===== config.mk =====
export PLATFORM = sky130hd
export DESIGN_NAME = if_fetch_queue
export DESIGN_NICKNAME = d
export VERILOG_FILES = /design/src/rtl/if_fetch_queue.sv
export SDC_FILE = /design/constraint.sdc
export NUM_CORES = 1
export LEC_CHECK = 0
export ABC_AREA = 1
export CAP_MARGIN = 20
export CORE_ASPECT_RATIO = 0.75
export CORE_MARGIN = 8
export CORE_UTILIZATION = 43
export DETAILED_ROUTE_END_ITERATION = 8
export HOLD_SLACK_MARGIN = 0.02
export PLACE_DENSITY = 0.7
export SYNTH_ARGS = -nofsm -noshare
export SYNTH_HDL_FRONTEND = slang
export SYNTH_SLANG_ARGS = --single-unit

===== constraint.sdc =====
create_clock -name clk -period 5.69 [get_ports clk]
set_input_delay 1.138 -clock clk [delete_from_list [all_inputs] [get_ports clk]]
set_output_delay 1.138 -clock clk [all_outputs]
set_load 0.005 [all_outputs]

===== src/rtl/if_fetch_queue.sv =====
// Instruction-fetch stage: owns the PC, drives the instruction ROM and buffers
// fetched {pc, inst} pairs in a small FIFO feeding decode over valid/ready.
module if_fetch_queue #(
    parameter int                DEPTH    = 2,
    parameter int                ADDR_W   = 32,
    parameter int                INST_W   = 32,
    parameter logic [ADDR_W-1:0] RESET_PC = '0
) (
    input  logic              clk,
    input  logic              rst,
    output logic              rom_ce,
    output logic [ADDR_W-1:0] rom_addr,
    input  logic [INST_W-1:0] rom_inst,
    input  logic              branch_flag,
    input  logic [ADDR_W-1:0] branch_target,
    input  logic              flush,
    input  logic [ADDR_W-1:0] new_pc,
    output logic              id_valid,
    input  logic              id_ready,
    output logic [ADDR_W-1:0] id_pc,
    output logic [INST_W-1:0] id_inst
);

    localparam int PTR_W = (DEPTH > 1) ? $clog2(DEPTH) : 1;
    localparam int CNT_W = $clog2(DEPTH + 1);

    logic [ADDR_W-1:0] pc;
    logic [ADDR_W-1:0] mem_pc   [DEPTH];
    logic [INST_W-1:0] mem_inst [DEPTH];
    logic [PTR_W-1:0]  rd_ptr;
    logic [PTR_W-1:0]  wr_ptr;
    logic [CNT_W-1:0]  count;

    logic              redirect;
    logic              full;
    logic              pop;
    logic              push;
    logic [ADDR_W-1:0] redirect_pc;

    always_comb begin
        redirect    = flush | branch_flag;
        full        = (count == CNT_W'(DEPTH));
        pop         = id_valid & id_ready;
        push        = rom_ce & ~redirect & (~full | pop);
        // Flush outranks branch; targets are forced word-aligned.
        redirect_pc = (flush ? new_pc : branch_target) & ~ADDR_W'(3);
    end

    always_ff @(posedge clk or negedge rst) begin
        if (!rst) begin
            rom_ce <= 1'b0;
            pc     <= RESET_PC;
            rd_ptr <= '0;
            wr_ptr <= '0;
            count  <= '0;
        end else begin
            rom_ce <= 1'b1;
            if (redirect) begin
                pc     <= redirect_pc;
                rd_ptr <= '0;
                wr_ptr <= '0;
                count  <= '0;
            end else begin
                if (push) begin
                    pc     <= pc + ADDR_W'(4);
                    wr_ptr <= wr_ptr + PTR_W'(1);
                end
                if (pop) begin
                    rd_ptr <= rd_ptr + PTR_W'(1);
                end
                if (push && !pop) begin
                    count <= count + CNT_W'(1);
                end else if (pop && !push) begin
                    count <= count - CNT_W'(1);
                end
            end
        end
    end

    // Storage is not reset; stale entries are masked by the occupancy count.
    always_ff @(posedge clk) begin
        if (push) begin
            mem_pc[wr_ptr]   <= pc;
            mem_inst[wr_ptr] <= rom_inst;
        end
    end

    always_comb begin
        rom_addr = rom_ce ? pc : '0;
        id_valid = (count != '0);
        id_pc    = id_valid ? mem_pc[rd_ptr]   : '0;
        id_inst  = id_valid ? mem_inst[rd_ptr] : '0;
    end

endmodule

==> run summary, run 1 <==
======================================================================================
Result of the run                                                         finished clean
Area of the core                                                           0.01755 mm2
Post-detailed-route via-to-cell ratio                                            4.923
Switching Power                                                              0.7771 mW
Synth Instances                                                                    863
Hold violation total from the final report                                           0
First-pass iteration count of the detailed router                                    5
R2R Setup Slk                                                                  3.69 ns
Combined global-route utilization of all metal layers                           18.44%
Post-CTS setup buffers                                                               0
Estimated wirelength of the detail-placed design                              14.42 mm
Share of the clock period used by the worst path after layout                   67.02%
Aggregate global routing overflow                                                    0
Origin of the critical flop-to-flop path                                  count[1]$_DFFE_PN0P_
Data arrival time of the worst path                                            2.68 ns
TritonCTS clock tree                                                              done
Largest fanout of any net on the critical path                                      40
Hold path start                                                           count[0]$_DFFE_PN0P_
Number of DRC markers in iteration 0                                               527
Max-slew violation count                                                             0
Post-synth design cell area                                               0.007676 mm2
First-pass GRT wire length                                                    32.72 mm
Mean routed wirelength per cell                                               16.13 um
Layout net count                                                                 1,143
Leakage power total                                                           4.111 nW
Required @ worst endpoint                                                      4.55 ns
Synth Register Bits                                                                159
Part of the total power dissipated in combinational logic                        16.0%
Net Sw Frac                                                                     25.99%
Pwr dens                                                                  287.7 mW/mm2
Number of primary I/O pins                                                         199
Pin slew with the least headroom to its limit                                0.9443 ns
Placement Cell Area                                                       0.009781 mm2
Cell taking the most area after synthesis                                 sky130_fd_sc_hd__edfxtp_1
Post-DRT Antenna Nets                                                                0
Root buffer selected by CTS                                               sky130_fd_sc_hd__clkbuf_16
PostCTS Resize Cnt                                                                   0
Residual DRC                                                                         0
Crit path capture type                                                     output port
Clk_skew                                                                   0.008237 ns
Count of port buffers added during placement                                       190
Int Power                                                                     2.213 mW
Portion of synthesized cell area occupied by the leading cell type              48.51%
Number of failing setup endpoints in the final timing report                         0
Worst hold slack after final layout                                          0.5894 ns
Commonest cells after routing, fill and taps aside                        sky130_fd_sc_hd__nand2_1, sky130_fd_sc_hd__clkdlybuf4s50_1, sky130_fd_sc_hd__edfxtp_1
Number of distinct library cells after synthesis                                    33
Clk network pwr share                                                            37.5%
End of the worst register-to-register path                                count[1]$_DFFE_PN0P_
Tightest Hold Check Type                                                    reg -> reg
Die H                                                                         131.7 um
Number of global-route vias before repair                                        6,073
MaxCap Viol Count                                                                    0
Ant. Diodes                                                                          0
Clock slew at the register clock pins of the worst setup and hold paths        0.06 ns
Reg2Reg Depth                                                                        9
Tmin final                                                                    3.814 ns
Pin count of the biggest net entering global routing                                63
Final wirelength                                                              20.90 mm
Number of antenna violations at the first check in global routing                    0
Die area                                                                   0.02243 mm2
Synthesis Warnings                                                                   0
Number of core rows                                                                 42
Fraction of power consumed by sequential logic                                   46.5%
Cells taking the most area after synthesis                                sky130_fd_sc_hd__edfxtp_1, sky130_fd_sc_hd__nand2_1, sky130_fd_sc_hd__dfrtp_1
Die span in x                                                                 170.3 um
Maximum clock frequency                                                     0.2622 GHz
Layout cells sized above 1                                                      5.882%
IR Drop Worst-Case VDD                                                       0.1956 mV
Final weighted congestion in routability-driven placement                       0.8597
Clock buffers created by TritonCTS                                                  17
Synth-to-layout area growth                                                     35.37%
Clock sinks                                                                        159
Classification of the worst setup path                                      reg -> out
Type of origin of the critical path                                          flip-flop
Unrepaired setup endpoints after global routing                                     no
Worst relative slew slack                                                       36.89%
Post-synthesis average cell area                                             8.895 um2
Sequential fraction of the synthesis area                                       59.92%
Setup TNS Final                                                                   0 ns
H-tree levels                                                                        4
Final Cell Area                                                            0.01039 mm2
Hold-fix buffers at CTS                                                              0
Starting density of the core                                                    43.73%
Insertion delay to the later sink of the worst-skew pair                       0.42 ns
Vias                                                                             6,380
Most common cell after layout, fill and taps aside                        sky130_fd_sc_hd__nand2_1
Number of cells on the worst hold path                                               2
Number of buffers between clock root and the deepest sink                            2
Worst Hold End                                                            count[0]$_DFFE_PN0P_
======================================================================================
==> cells by family after synthesis <==
family	after synthesis	share of synthesized area (%)
buffers and inverters	108	5.949
AOI/OAI and AO/OA	137	9.226
other	2	0.09784
adders and majority gates	1	0.1630
xor gates and xnor gates	10	1.141
DFF	159	59.92
and+or+nand+nor	446	23.50
==> power by group through the flow <==
stage | Sequential [mW] | Clock (mW) | Combinational, mW
after floorplan | 1.39 | 0 | 0.222
after global placement | 1.41 | 0 | 0.468
after detailed placement | 1.42 | 0 | 0.475
after CTS | 1.39 | 1.14 | 0.478
after global routing | 1.40 | 1.19 | 0.527
final | 1.39 | 1.12 | 0.478
==> worst max-delay path by stage <==
stage / end / cells past startpoint / start
3_5_place_dp: mem_inst[1][0]$_DFFE_PP_ / 5 / branch_flag
6_report: id_pc[14] / 4 / count[1]$_DFFE_PN0P_
5_1_grt: id_pc[16] / 4 / count[1]$_DFFE_PN0P_
4_1_cts: id_pc[14] / 4 / count[1]$_DFFE_PN0P_
2_1_floorplan: mem_inst[0][0]$_DFFE_PP_ / 4 / flush
3_3_place_gp: mem_inst[1][0]$_DFFE_PP_ / 5 / branch_flag
==> synthesized netlist by cell type, drive strengths merged <==
cell and n:
a21oi 112, and2 2, buf 15, clkbuf 30, conb 2, dfrtp 35
edfxtp 124, ha 1, inv 63, nand2 283, nand3 26, nand3b 3
nand4 2, nor2 130, o211ai 3, o21a 1, o21ai 18, o21bai 1
o22ai 1, o32a 1, xnor2 3, xor2 7
==> critical path, stage by stage (launching register included) <==
cell and delay [ns]:
sky130_fd_sc_hd__dfrtp_1 0.44, sky130_fd_sc_hd__nor2_4 0.76, sky130_fd_sc_hd__buf_4 0.44, sky130_fd_sc_hd__a21oi_1 0.09, sky130_fd_sc_hd__clkdlybuf4s50_1 0.52
==> through the flow <==
step / util, % / cells / worst slack (ns) / total power [mW]
6_report: 59.20 / 1296 / 1.876 / 2.990
5_1_grt: 59.20 / 1296 / 1.680 / 3.118
4_1_cts: 59.05 / 1295 / 1.818 / 3.011
3_5_place_dp: 55.72 / 1263 / 1.700 / 1.892
3_3_place_gp: 55.61 / 1262 / 1.736 / 1.883
2_1_floorplan: - / 866 / 1.000 / 1.607
==> registers in the layout, summed over array words and instances, names as in the netlist <==
| name | cells |
|---|---|
| pc | 30 |
| mem_pc | 60 |
| rd_ptr | 1 |
| count | 2 |
| mem_inst | 64 |
| wr_ptr | 1 |
| rom_ce | 1 |
==> routing by layer <==
layer	track usage [%]	part of all wire (%)	up-vias
li1	-	-	3166
met1	26.24	47	2963
met2	26.80	44	237
met3	6.254	8.6	14
met4	3.743	0.89	0
met5	0	0	-
==> layout make-up <==
class	count	area, um2
repair buffers	201	2017
fillers	1602	7161
clock buffers	18	429.2
multi-input cells	599	2651
inverters	63	236.5
well taps	242	302.8
clock inverters	14	153.9
flip-flops and latches	159	4601
No activity file was read; power rests on OpenSTA's default activity.
==> run 2: changes to the inputs <==
==> constraint.sdc (replaced) <==
create_clock -name clk -period 3.6 [get_ports clk]
set_input_delay 0.72 -clock clk [delete_from_list [all_inputs] [get_ports clk]]
set_output_delay 0.72 -clock clk [all_outputs]
set_load 0.005 [all_outputs]
==> run 2 against run 1 <==
Net effect:
- clock skew grew 0.00076 ns
- first-iteration DRC count shrank 2.5%
- core utilization grew 0.24 points
- final area grew 0.40%
- critical path depth grew 1
- die area is the same
- register-to-register slack lost 2.1 ns
- clock power grew 55%
==> run summary, run 2 (synthesis results as in run 1) <==
======================================================================================
Worst relative slew slack                                                       53.78%   +17 points
Hold path start                                                           pc[5]$_DFFE_PN0P_
First-pass iteration count of the detailed router                                    5   unchanged
Ant. Diodes                                                                          0   unchanged
Fill cell count                                                                  1,562   -2.5%
Tmin final                                                                    3.004 ns
Number of buffers between clock root and the deepest sink                            2   unchanged
Classification of the worst setup path                                      reg -> out
Data arrival time of the worst path                                            2.28 ns   -0.40 ns
Number of primary I/O pins                                                         199   unchanged
Leakage power total                                                           4.126 nW   +0.36%
PostCTS Resize Cnt                                                                   0   unchanged
Area of the core                                                           0.01755 mm2   unchanged
TritonCTS clock tree                                                              done
Pwr dens                                                                  450.2 mW/mm2   +56%
Final wirelength                                                              20.76 mm   -0.65%
Combined global-route utilization of all metal layers                           18.24%   -0.19 points
Hold-fix buffers at CTS                                                              0   unchanged
Count of port buffers added during placement                                       190   unchanged
Number of core rows                                                                 42   unchanged
Die area                                                                   0.02243 mm2   unchanged
Final Cell Area                                                            0.01043 mm2   +0.40%
Pin count of the biggest net entering global routing                                63   unchanged
Clock slew at the register clock pins of the worst setup and hold paths        0.06 ns   about the same
Largest fanout of any net on the critical path                                      42   +5.0%
Most common cell after layout, fill and taps aside                        sky130_fd_sc_hd__nand2_1
IR Drop Worst-Case VDD                                                       0.2735 mV   +40%
Clock buffers created by TritonCTS                                                  17   unchanged
Placed cell count                                                                1,268   +0.40%
Post-DRT Antenna Nets                                                                0   unchanged
Final cell utilization of the core                                              59.44%   +0.24 points
Pin slew with the least headroom to its limit                                0.6932 ns   -0.2511 ns
First-pass GRT wire length                                                    32.28 mm   -1.3%
Post-CTS setup buffers                                                               0   unchanged
Final weighted congestion in routability-driven placement                       0.8684   +1.0%
Vias                                                                             6,342   -0.60%
Layout cells sized above 1                                                      6.049%   +0.17 points
Number of flip-flops under the largest register name                                64   unchanged
Share of the clock period used by the worst path after layout                   83.45%
Aggregate global routing overflow                                                    0   unchanged
Number of failing setup endpoints in the final timing report                         0   unchanged
Synth-to-layout area growth                                                     35.91%
Largest register by flop count                                                mem_inst
Origin of the critical flop-to-flop path                                  rom_ce$_DFF_PN0_
Tightest Hold Check Type                                                    reg -> reg
R2R Setup Slk                                                                  1.60 ns   -2.09 ns
CP startpoint                                                             rd_ptr$_DFFE_PN0P_
Max-slew violation count                                                             0   unchanged
Placement Cell Area                                                       0.009856 mm2   +0.77%
Largest regs                                                              mem_inst: 64 flops, mem_pc: 60 flops, pc: 30 flops
Unrepaired setup endpoints after global routing                                     no
Required @ worst endpoint                                                      2.88 ns   -1.67 ns
Type of origin of the critical path                                          flip-flop
Maximum clock frequency                                                     0.3329 GHz
H-tree levels                                                                        4   unchanged
MaxCap Viol Count                                                                    0   unchanged
Residual DRC                                                                         0   unchanged
Starting density of the core                                                    43.73%   unchanged
Result of the run                                                         finished clean
Number of global-route vias before repair                                        6,077   +0.066%
Post-detailed-route via-to-cell ratio                                            4.878   -0.90%
Die H                                                                         131.7 um   unchanged
Estimated wirelength of the detail-placed design                              14.49 mm   +0.48%
Layout net count                                                                 1,147   +0.35%
Hold violation total from the final report                                           0   unchanged
Non-filler cells, final                                                          1,300   +0.31%
Insertion delay to the later sink of the worst-skew pair                       0.42 ns   about the same
End of the worst register-to-register path                                pc[6]$_DFFE_PN0P_
Crit path capture type                                                     output port
Die span in x                                                                 170.3 um   unchanged
Mean routed wirelength per cell                                               15.97 um   -0.96%
Number of cells on the worst hold path                                               0   -2
Clk_skew                                                                   0.008998 ns   +0.0007617 ns
Setup TNS Final                                                                   0 ns   unchanged
Clock sinks                                                                        159   unchanged
Root buffer selected by CTS                                               sky130_fd_sc_hd__clkbuf_16
Number of antenna violations at the first check in global routing                    0   unchanged
Commonest cells after routing, fill and taps aside                        sky130_fd_sc_hd__nand2_1, sky130_fd_sc_hd__clkdlybuf4s50_1, sky130_fd_sc_hd__edfxtp_1
Worst Hold End                                                            mem_pc[1][5]$_DFFE_PP_
Number of DRC markers in iteration 0                                               514   -2.5%
Reg2Reg Depth                                                                        6   -3
======================================================================================
[run 2: changes by cell type in the layout (fill, tap and decap cells not counted)]
| cell | change |
|---|---|
| sky130_fd_sc_hd__clkinv_2 | -1 |
| sky130_fd_sc_hd__clkinv_4 | +5 |
| sky130_fd_sc_hd__clkbuf_1 | +2 |
| sky130_fd_sc_hd__inv_6 | -6 |
| sky130_fd_sc_hd__buf_16 | -1 |
| sky130_fd_sc_hd__buf_12 | +3 |
| sky130_fd_sc_hd__buf_4 | +2 |
[run 2: layout make-up]
cell class              instances  area, um2  area share (%)
clock buffers                  20      436.7           4.186
flip-flops and latches        159       4601           44.10
inverters                      63      236.5           2.267
clock inverters                12      140.1           1.343
well taps                     242      302.8           2.902
multi-input cells             599       2651           25.41
repair buffers                205       2064           19.79
[run 2: critical path, stage by stage (launching register included)]
cell                              delay [ns]
sky130_fd_sc_hd__dfrtp_2                0.40
sky130_fd_sc_hd__inv_2                  0.34
sky130_fd_sc_hd__buf_12                 0.28
sky130_fd_sc_hd__nand2_1                0.09
sky130_fd_sc_hd__a21oi_1                0.20
sky130_fd_sc_hd__clkdlybuf4s50_1        0.54
[run 2: layer usage]
| layer | vias up | wire length (um) | global-route usage [%] |
|---|---|---|---|
| li1 | 3172 | - | - |
| met2 | 245 | 8857 | 26.71 |
| met3 | 22 | 1763 | 5.625 |
| met5 | - | 0 | 0 |
| met1 | 2903 | 9858 | 25.62 |
| met4 | 0 | 285 | 5.056 |
[run 2: report_power, final]
group	switching [mW]	leakage [nW]	internal, mW	total (mW)
sequential	0.118	1.53	2.08	2.20
clock	0.716	0.272	1.02	1.74
combinational	0.369	2.32	0.389	0.757
total	1.20	4.13	3.49	4.70
[run 2: how the worst max path moves through the flow]
stage | endpoint | slack (ns) | cells past startpoint
finish | id_inst[10] | 0.60 | 5
global route | id_inst[19] | 0.44 | 5
CTS | id_inst[19] | 0.56 | 5
detailed placement | pc[6]$_DFFE_PN0P_ | 0.88 | 8
global placement | pc[5]$_DFFE_PN0P_ | 0.90 | 8
floorplan | mem_inst[0][0]$_DFFE_PP_ | 0.37 | 4
[run 2: per-stage QoR]
| step | hold slack (ns) | setup slack [ns] | total power [mW] |
|---|---|---|---|
| 6_report | 0.5640 | 0.5960 | 4.697 |
| 4_1_cts | 0.5669 | 0.5557 | 4.725 |
| 5_1_grt | 0.6065 | 0.4380 | 4.885 |
| 3_3_place_gp | 0.5456 | 0.9045 | 2.985 |
| 3_5_place_dp | 0.5480 | 0.8792 | 2.998 |
| 2_1_floorplan | 0.4244 | 0.3749 | 2.539 |
==> run 3: changes to the inputs <==
==> constraint.sdc (replaced) <==
create_clock -name clk -period 3 [get_ports clk]
set_input_delay 0.6 -clock clk [delete_from_list [all_inputs] [get_ports clk]]
set_output_delay 0.6 -clock clk [all_outputs]
set_load 0.005 [all_outputs]
==> run 3 against run 2 <==
Net effect:
- clock skew is 0.0028 ns lower
- final area is 0.17% higher
- critical path depth is 1 lower
- core utilization is 0.10 points higher
- hold slack better by 0.032 ns
- setup slack worse by 0.28 ns
- critical endpoint is now id_pc[23]
==> run summary, run 3 (synthesis results as in run 1) <==
======================================================================================
Clock buffers created by TritonCTS                                                  17   unchanged
WP buf/inv                                                                           2   -1
Worst relative slew slack                                                       57.44%   +3.7 points
Pwr dens                                                                  546.8 mW/mm2   +21%
Tightest Hold Check Type                                                   in -> async
Final wirelength                                                              20.92 mm   +0.76%
Final weighted congestion in routability-driven placement                       0.8720   +0.41%
Cell type of the slowest stage on the worst timing path                   sky130_fd_sc_hd__clkdlybuf4s50_1
Largest regs                                                              mem_inst: 64 flops, mem_pc: 60 flops, pc: 30 flops
Ant. Diodes                                                                          0   unchanged
Type of origin of the critical path                                          flip-flop
Largest register by flop count                                                mem_inst
Tmin final                                                                    2.683 ns
Reg2Reg Depth                                                                        6   unchanged
Post-CTS setup buffers                                                               0   unchanged
PostCTS Resize Cnt                                                                   0   unchanged
Starting density of the core                                                    43.73%   unchanged
Worst-path cell chain                                                     buf_4 -> nand2_1 -> a21oi_1 -> clkdlybuf4s50_1
Number of flip-flops under the largest register name                                64   unchanged
Maximum clock frequency                                                     0.3728 GHz
TritonCTS clock tree                                                              done
Placed cell count                                                                1,268   unchanged
Result of the run                                                         finished clean
Number of antenna violations at the first check in global routing                    0   unchanged
Synth-to-layout area growth                                                     36.14%
Insertion delay to the later sink of the worst-skew pair                       0.42 ns   about the same
Layout net count                                                                 1,147   unchanged
Largest incremental delay on the critical path                                 0.54 ns   about the same
Die H                                                                         131.7 um   unchanged
Number of failing setup endpoints in the final timing report                         0   unchanged
Crit path capture type                                                     output port
Number of primary I/O pins                                                         199   unchanged
Clock sinks                                                                        159   unchanged
Post-DRT Antenna Nets                                                                0   unchanged
Pin count of the biggest net entering global routing                                64   +1.6%
Commonest cells after routing, fill and taps aside                        sky130_fd_sc_hd__nand2_1, sky130_fd_sc_hd__clkdlybuf4s50_1, sky130_fd_sc_hd__edfxtp_1
Max-slew violation count                                                             0   unchanged
Number of global-route vias before repair                                        6,198   +2.0%
Post-detailed-route via-to-cell ratio                                            4.952   +1.5%
Non-filler cells, final                                                          1,300   unchanged
Die area                                                                   0.02243 mm2   unchanged
Vias                                                                             6,437   +1.5%
Combined global-route utilization of all metal layers                           18.47%   +0.22 points
Setup TNS Final                                                                   0 ns   unchanged
Number of buffers between clock root and the deepest sink                            2   unchanged
First-pass iteration count of the detailed router                                    6   +1
Pin slew with the least headroom to its limit                                0.6384 ns   -0.05478 ns
Data arrival time of the worst path                                            2.08 ns   -0.20 ns
Unrepaired setup endpoints after global routing                                     no
Number of DRC markers in iteration 0                                               497   -3.3%
Clk_skew                                                                   0.006192 ns   -0.002806 ns
Leakage power total                                                           4.133 nW   +0.17%
Residual DRC                                                                         0   unchanged
Largest fanout of any net on the critical path                                      41   -2.4%
Layout cells sized above 1                                                      6.144%   +0.095 points
Aggregate global routing overflow                                                    0   unchanged
Estimated wirelength of the detail-placed design                              14.57 mm   +0.50%
Clock slew at the register clock pins of the worst setup and hold paths        0.06 ns   about the same
Root buffer selected by CTS                                               sky130_fd_sc_hd__clkbuf_16
IR Drop Worst-Case VDD                                                       0.3529 mV   +29%
Critical path's top delay family                                          buffers and inverters
Number of core rows                                                                 42   unchanged
Classification of the worst setup path                                      reg -> out
Most common cell after layout, fill and taps aside                        sky130_fd_sc_hd__nand2_1
Share of the clock period used by the worst path after layout                   89.42%
H-tree levels                                                                        4   unchanged
Area of the core                                                           0.01755 mm2   unchanged
First-pass GRT wire length                                                    32.73 mm   +1.4%
Count of port buffers added during placement                                       190   unchanged
Mean routed wirelength per cell                                               16.09 um   +0.76%
Required @ worst endpoint                                                      2.40 ns   -0.48 ns
MaxCap Viol Count                                                                    0   unchanged
Number of cells on the critical path                                                 4   -1
Fill cell count                                                                  1,530   -2.0%
Hold violation total from the final report                                           0   unchanged
Die span in x                                                                 170.3 um   unchanged
Hold-fix buffers at CTS                                                              0   unchanged
======================================================================================
==> run 3: changes by cell type in the layout (fill, tap and decap cells not counted) <==
cell / before / now
sky130_fd_sc_hd__inv_6: 0 / 1
sky130_fd_sc_hd__clkinv_2: 0 / 2
sky130_fd_sc_hd__bufinv_16: 2 / 3
sky130_fd_sc_hd__clkinv_4: 7 / 3
sky130_fd_sc_hd__clkinv_1: 1 / 3
sky130_fd_sc_hd__clkbuf_1: 3 / 0
sky130_fd_sc_hd__clkinvlp_4: 2 / 3
==> run 3: layout make-up <==
cell class                 count  area, um2  area share (%)
clock buffer                  17      425.4           4.071
sequential                   159       4601           44.03
multi-input combinational    599       2651           25.37
clock inverter                15      168.9           1.616
inverter                      63      236.5           2.263
tap                          242      302.8           2.898
timing repair buffer         205       2064           19.76
==> run 3: per-stage QoR <==
stage	hold WS, ns	power, mW	setup slack, ns	util [%]	cell area (um2)
after floorplan	0.3044	3.047	0.5806	-	7702
after global placement	0.5683	3.582	0.4685	56.15	9856
after detailed placement	0.5821	3.602	0.4354	56.15	9856
after CTS	0.6041	5.755	0.2717	59.54	10450
after global routing	0.6287	5.958	0.1821	59.54	10450
final	0.5961	5.714	0.3174	59.54	10450
==> run 3: worst paths after layout <==
check / endpoint / startpoint / slack (ns)
worst max-delay path: id_pc[23] / rd_ptr$_DFFE_PN0P_ / 0.32
worst min-delay path: pc[27]$_DFFE_PN0P_ / rst / 0.60
worst max register to register: pc[6]$_DFFE_PN0P_ / rom_ce$_DFF_PN0_ / 0.99
worst min register to register: count[0]$_DFFE_PN0P_ / count[0]$_DFFE_PN0P_ / 0.60
max in group asynchronous: rd_ptr$_DFFE_PN0P_ / rst / 2.04
min in group clk: count[0]$_DFFE_PN0P_ / count[0]$_DFFE_PN0P_ / 0.60
==> run 3: worst reg2reg max path, stage by stage, from the launching register on <==
cell and delay (ns):
sky130_fd_sc_hd__dfrtp_1 0.75, sky130_fd_sc_hd__nand3_4 0.27, sky130_fd_sc_hd__inv_2 0.15, sky130_fd_sc_hd__nor2_4 0.08
sky130_fd_sc_hd__inv_2 0.42, sky130_fd_sc_hd__o21ai_0 0.17, sky130_fd_sc_hd__o21ai_1 0.10
==> run 3: routing by layer <==
metal	global-route usage, %	routed length [um]	vias to the layer above
met5	0	0	-
met4	5.105	278	0
met3	5.955	1973	20
met2	27.44	9097	260
met1	25.43	9572	2982
li1	-	-	3175
==> run 3: power by group <==
part	leakage [nW]	total [mW]	internal [mW]	switching [mW]
registers	1.53	2.64	2.50	0.142
clock network	0.282	2.16	1.30	0.859
logic	2.32	0.915	0.468	0.447
total	4.13	5.71	4.27	1.45
